### src/rtl/note_recorder.sv
// Records the played note stream into one of NUM_SLOTS memory slots, one word per tick,
// and closes each recording with a single END_MARK word.
module note_recorder #(
  parameter int unsigned SLOT_DEPTH = 3072,
  parameter int unsigned NUM_SLOTS  = 5,
  parameter logic [26:0] END_MARK   = 27'h7FFFFFF
) (
  input  logic        clk,
  input  logic        reset,
  input  logic        tick,
  input  logic        start,
  input  logic        stop,
  input  logic [2:0]  slot,
  input  logic [26:0] key,
  output logic        mem_we,
  output logic [13:0] mem_addr,
  output logic [26:0] mem_wdata,
  output logic        busy,
  output logic        full,
  output logic [11:0] rec_len
);

  localparam logic [13:0] Depth      = 14'(SLOT_DEPTH);
  localparam logic [13:0] LastOffset = 14'(SLOT_DEPTH - 1);

  typedef enum logic [1:0] {StIdle, StArmed, StRecord, StTerm} state_e;

  state_e      state_q, state_d;
  logic [13:0] base_q, base_d;
  logic [13:0] offset_q, offset_d;
  logic [11:0] len_q, len_d;
  logic        full_q, full_d;
  logic        pend_q, pend_d;
  logic        we_q, we_d;
  logic [13:0] addr_q, addr_d;
  logic [26:0] wdata_q, wdata_d;

  logic [13:0] slot_base;
  logic        slot_ok;
  logic [26:0] note;
  logic [13:0] cur_addr;

  assign slot_base = 14'(slot) * Depth;
  assign slot_ok   = 32'(slot) < NUM_SLOTS;
  // Keep the marker unique within the note stream.
  assign note      = (key == END_MARK) ? END_MARK - 27'd1 : key;
  assign cur_addr  = base_q + offset_q;

  always_ff @(posedge clk) begin
    if (reset) begin
      state_q  <= StIdle;
      base_q   <= '0;
      offset_q <= '0;
      len_q    <= '0;
      full_q   <= 1'b0;
      pend_q   <= 1'b0;
      we_q     <= 1'b0;
      addr_q   <= '0;
      wdata_q  <= '0;
    end else begin
      state_q  <= state_d;
      base_q   <= base_d;
      offset_q <= offset_d;
      len_q    <= len_d;
      full_q   <= full_d;
      pend_q   <= pend_d;
      we_q     <= we_d;
      addr_q   <= addr_d;
      wdata_q  <= wdata_d;
    end
  end

  always_comb begin
    state_d  = state_q;
    base_d   = base_q;
    offset_d = offset_q;
    len_d    = len_q;
    full_d   = full_q;
    pend_d   = pend_q;
    we_d     = 1'b0;
    addr_d   = addr_q;
    wdata_d  = wdata_q;
    unique case (state_q)
      StIdle: begin
        if (start && slot_ok) begin
          base_d   = slot_base;
          offset_d = '0;
          len_d    = '0;
          full_d   = 1'b0;
          pend_d   = 1'b0;
          addr_d   = slot_base;
          state_d  = StArmed;
        end
      end
      StArmed, StRecord: begin
        // pend_q: a note went out last clk and the marker must follow on its own clk.
        if (pend_q) begin
          we_d    = 1'b1;
          addr_d  = cur_addr;
          wdata_d = END_MARK;
          pend_d  = 1'b0;
          state_d = StTerm;
        end else if (tick) begin
          we_d     = 1'b1;
          addr_d   = cur_addr;
          wdata_d  = note;
          offset_d = offset_q + 14'd1;
          len_d    = len_q + 12'd1;
          state_d  = StRecord;
          if (offset_q + 14'd1 == LastOffset) begin
            full_d = 1'b1;
            pend_d = 1'b1;
          end else if (stop) begin
            pend_d = 1'b1;
          end
        end else if (stop) begin
          we_d    = 1'b1;
          addr_d  = cur_addr;
          wdata_d = END_MARK;
          state_d = StTerm;
        end
      end
      StTerm: state_d = StIdle;
      default: state_d = StIdle;
    endcase
  end

  assign mem_we    = we_q;
  assign mem_addr  = addr_q;
  assign mem_wdata = wdata_q;
  assign busy      = (state_q != StIdle);
  assign full      = full_q;
  assign rec_len   = len_q;

endmodule

### config.mk
export PLATFORM = sky130hd
export DESIGN_NAME = note_recorder
export DESIGN_NICKNAME = d
export VERILOG_FILES = /design/src/rtl/note_recorder.sv
export SDC_FILE = /design/constraint.sdc
export NUM_CORES = 1
export LEC_CHECK = 0
export CAP_MARGIN = 0
export CORE_AREA = 5 5 118 87
export DETAILED_ROUTE_END_ITERATION = 10
export DIE_AREA = 0 0 123 92
export PLACE_DENSITY = 0.67
export SYNTH_ARGS = -nofsm -noshare
export SYNTH_HDL_FRONTEND = slang
export SYNTH_SLANG_ARGS = --single-unit
### constraint.sdc
create_clock -name clk -period 4.5 [get_ports clk]
set_input_delay 0.675 -clock clk [delete_from_list [all_inputs] [get_ports clk]]
set_output_delay 0.675 -clock clk [all_outputs]
set_load 0.02 [all_outputs]
==> impl_metrics.toml <==
[synth]
synth_async_sr_flop_share_pct = 0
synthDistinctLibCells = 60
synth-main-ff-cell = "dfxtp_1"
ys_seq_area_share_pct = 42.5
syn_nets = 431
syn_area_mm2 = 0.00358
syn-instance-count = 383
ys_ff_latch = 76
yosysWarnings = 0
synth_area_per_cell_um2 = 9.35
synth-edff-count = 0

[critical_path]
worstRegToRegCells = 7
timing.rr.start = "state_q[0]"
setup.worst_path.start = "slot[1]"
critPathBufInv = 1
slowest_stage = "nor3_1"
cp_max_fo = 11
critPathCaptureType = "register"
reg2reg_slack_ns = 1.67
startpoint_type = "primary input"
slowest_delay_ns = 0.99
crit_family = "simple AND/OR/NAND/NOR gates"
worstPathRequired_ns = 4.76
crit_chain = "clkdlybuf4s50_1, ha_1, nor2b_1, a21oi_1, nor3_1, a22oi_1, nor2_1"
cp.arrival_ns = 3.18
path_class = "primary input to register"
r2r-end = "offset_q[6]"

[clocking]
cts.sinks = 76
root_buffer = "clkbuf_16"
clk_pin_slew_worst_paths_ns = 0.06
postCtsHoldBufs = 0
cts_buffers = 9
cts_tree = "done"
clock_latency_ns = 0.33
ctsLongestPathBuffers = 2
post_cts_buffers = 0
h-tree-depth = 3
post_cts_resize_count = 0

[timing]
period_needed_ns = 2.92
setup-violations-final = 0
slew_headroom_pct = 24.0
timing.fmax_ghz = 0.343
finalCritPeriodShare_pct = 64.8
final_max_slew_viol_count = 0
rsz0062_at_grt = "no"
finalSetupTns_ns = 0
finalHoldViolations = 0
worstMarginPinSlew_ns = 1.13
final.setup_skew_ns = 0.00583

[global_routing]
grt-ovfl-total = 0
antenna_found_initial = 0
grt_max_degree = 40
grt_pass1_wl_um = 15400
grt_pass1_vias = 2972
grt_use_total_pct = 16.9

[die]
rows = 29
dieHeight_um = 92
core_mm2 = 0.00889
dieArea_mm2 = 0.0113
io_pins = 91
die_x_um = 123
initial_core_util_pct = 40.3

[worst_hold_path]
min_from = "mem_addr[13]"
hp-class = "register to register"
whs_path_depth = 2
min_to = "mem_addr[13]"

[drt]
drc = 0
routedWlPerCell_um = 16.4
wl_um = 9600
vias_per_cell = 5.41
ant_nets = 0
first_iter_violations = 256
dr.pass1.iters = 4
vias = 3176

[final_layout]
post-route-cell-area_mm2 = 0.00481
area_growth_pct = 34.3
num_antenna_cells = 0
nets = 506
fillers = 825
drive_gt1_share_pct = 9.50

[job]
maxCapViolCount = 0

[place]
dpl_cell_area_mm2 = 0.00451
place_congestion = 0.812
dp_hpwl_um = 6750
numPortBuffers = 90

[power_and_ir_drop]
powerDensity_mw_per_mm2 = 525
ir_drop_v = 0.000326
leakage_nw = 1.67

[status]
status = "completed"
cell usage after synthesis (4+ instances only):
master / n / area share [%]
ha_1: 11 / 3.8
clkbuf_1: 19 / 2.0
dfxtp_1: 76 / 43
nand2_1: 16 / 1.7
nor3b_1: 4 / 0.84
a21oi_1: 24 / 3.4
o221a_1: 10 / 3.1
nor3_1: 10 / 1.4
nor4_1: 8 / 1.4
nand4_1: 9 / 1.6
xnor2_1: 13 / 3.2
a22oi_1: 12 / 2.5
o21ai_1: 6 / 0.84
a211oi_1: 5 / 1.0
nor2_1: 41 / 4.3
o221a_2: 16 / 5.0
mux2i_1: 6 / 1.7
a21o_1: 5 / 1.0
inv_1: 13 / 1.4
a311oi_1: 4 / 0.98
nand3_1: 15 / 2.1
logic make-up after synthesis:
| group | share of synthesized area (%) |
|---|---|
| AND/OR/NAND/NOR | 18.5 |
| adder cells (fa/ha/maj) | 4.96 |
| flip-flops | 42.5 |
| XOR/XNOR | 3.67 |
| multiplexers | 1.68 |
| buffers and inverters | 5.94 |
| AO/OA/AOI/OAI | 22.8 |
worst register-to-register path, cell delays in order (launching register included):
cell	delay, ns
dfxtp_1	0.36
inv_1	0.06
ha_1	0.56
inv_2	0.18
a21oi_1	0.74
or2_1	0.50
a21oi_1	0.08
a211oi_1	0.27
cell usage in the layout (no fill, tap or decap), types with 2 or more instances in the layout:
cell	n
nor3_1	10
a211oi_1	5
a21oi_1	24
nor4b_1	2
nor3b_1	4
or3_1	2
a31oi_1	2
o21ai_0	3
and4_1	2
and2b_1	2
nor4_1	8
and3_1	3
dfxtp_1	76
ha_1	11
clkbuf_16	9
fa_1	2
xnor2_1	13
mux2i_1	6
a41oi_1	2
nand2_1	16
a311oi_1	4
nand3b_1	2
inv_1	13
xor2_1	2
o221a_1	10
nand3_1	15
a21boi_0	3
nand4_1	9
or2_1	2
a22oi_1	12
clkdlybuf4s50_1	90
o21ai_1	6
a21o_1	5
o221a_2	16
clkinv_2	3
nor2_1	41
nor2b_1	2
buf_4	4
worst max path at each step:
stage | to | slack [ns] | cells after the start
4_1_cts | mem_addr[0] | 1.58 | 7
5_1_grt | mem_addr[7] | 1.28 | 7
3_3_place_gp | mem_addr[2] | 1.40 | 7
2_1_floorplan | offset_q[4] | 2.42 | 8
3_5_place_dp | mem_addr[0] | 1.25 | 7
6_report | mem_addr[1] | 1.58 | 7
report_power, final:
group | switching [W] | internal [W]
Clock | 0.000276 | 0.000444
Combinational | 0.000532 | 0.000396
Sequential | 0.0000757 | 0.000800
Total | 0.000884 | 0.00164
state kept, by name, summed over array words and instances, names as in the netlist:
register,flops
mem_we,1
base_q,4
rec_len,12
state_q,2
mem_wdata,27
pend_q,1
mem_addr,14
offset_q,14
full,1
area by class of cell:
cell class	instances	area (um^2)	area share, %
Clock buffer	10	239	4.97
Clock inverter	6	62.6	1.30
Inverter	14	52.6	1.09
Multi-Input combinational cell	263	1850	38.4
Sequential cell	76	1520	31.7
Tap cell	124	155	3.23
Timing Repair Buffer	94	931	19.4
stage by stage:
step | total power [W] | worst slack, ns | hold slack [ns] | cells | utilization (%)
2_1_floorplan | 0.00143 | 2.42 | 0.467 | 383 | -
3_3_place_gp | 0.00181 | 1.40 | 0.442 | 571 | 50.7
3_5_place_dp | 0.00182 | 1.25 | 0.447 | 571 | 50.7
4_1_cts | 0.00255 | 1.58 | 0.455 | 587 | 54.1
5_1_grt | 0.00266 | 1.28 | 0.471 | 587 | 54.1
6_report | 0.00252 | 1.58 | 0.455 | 587 | 54.1
layer usage:
layer / GRT usage [%] / share of wire (%)
met2: 25.1 / 45
met5: 0 / 0
met1: 24.2 / 49
met3: 4.67 / 4.5
met4: 4.42 / 0.93
No activity file was read; power rests on OpenSTA's default activity.
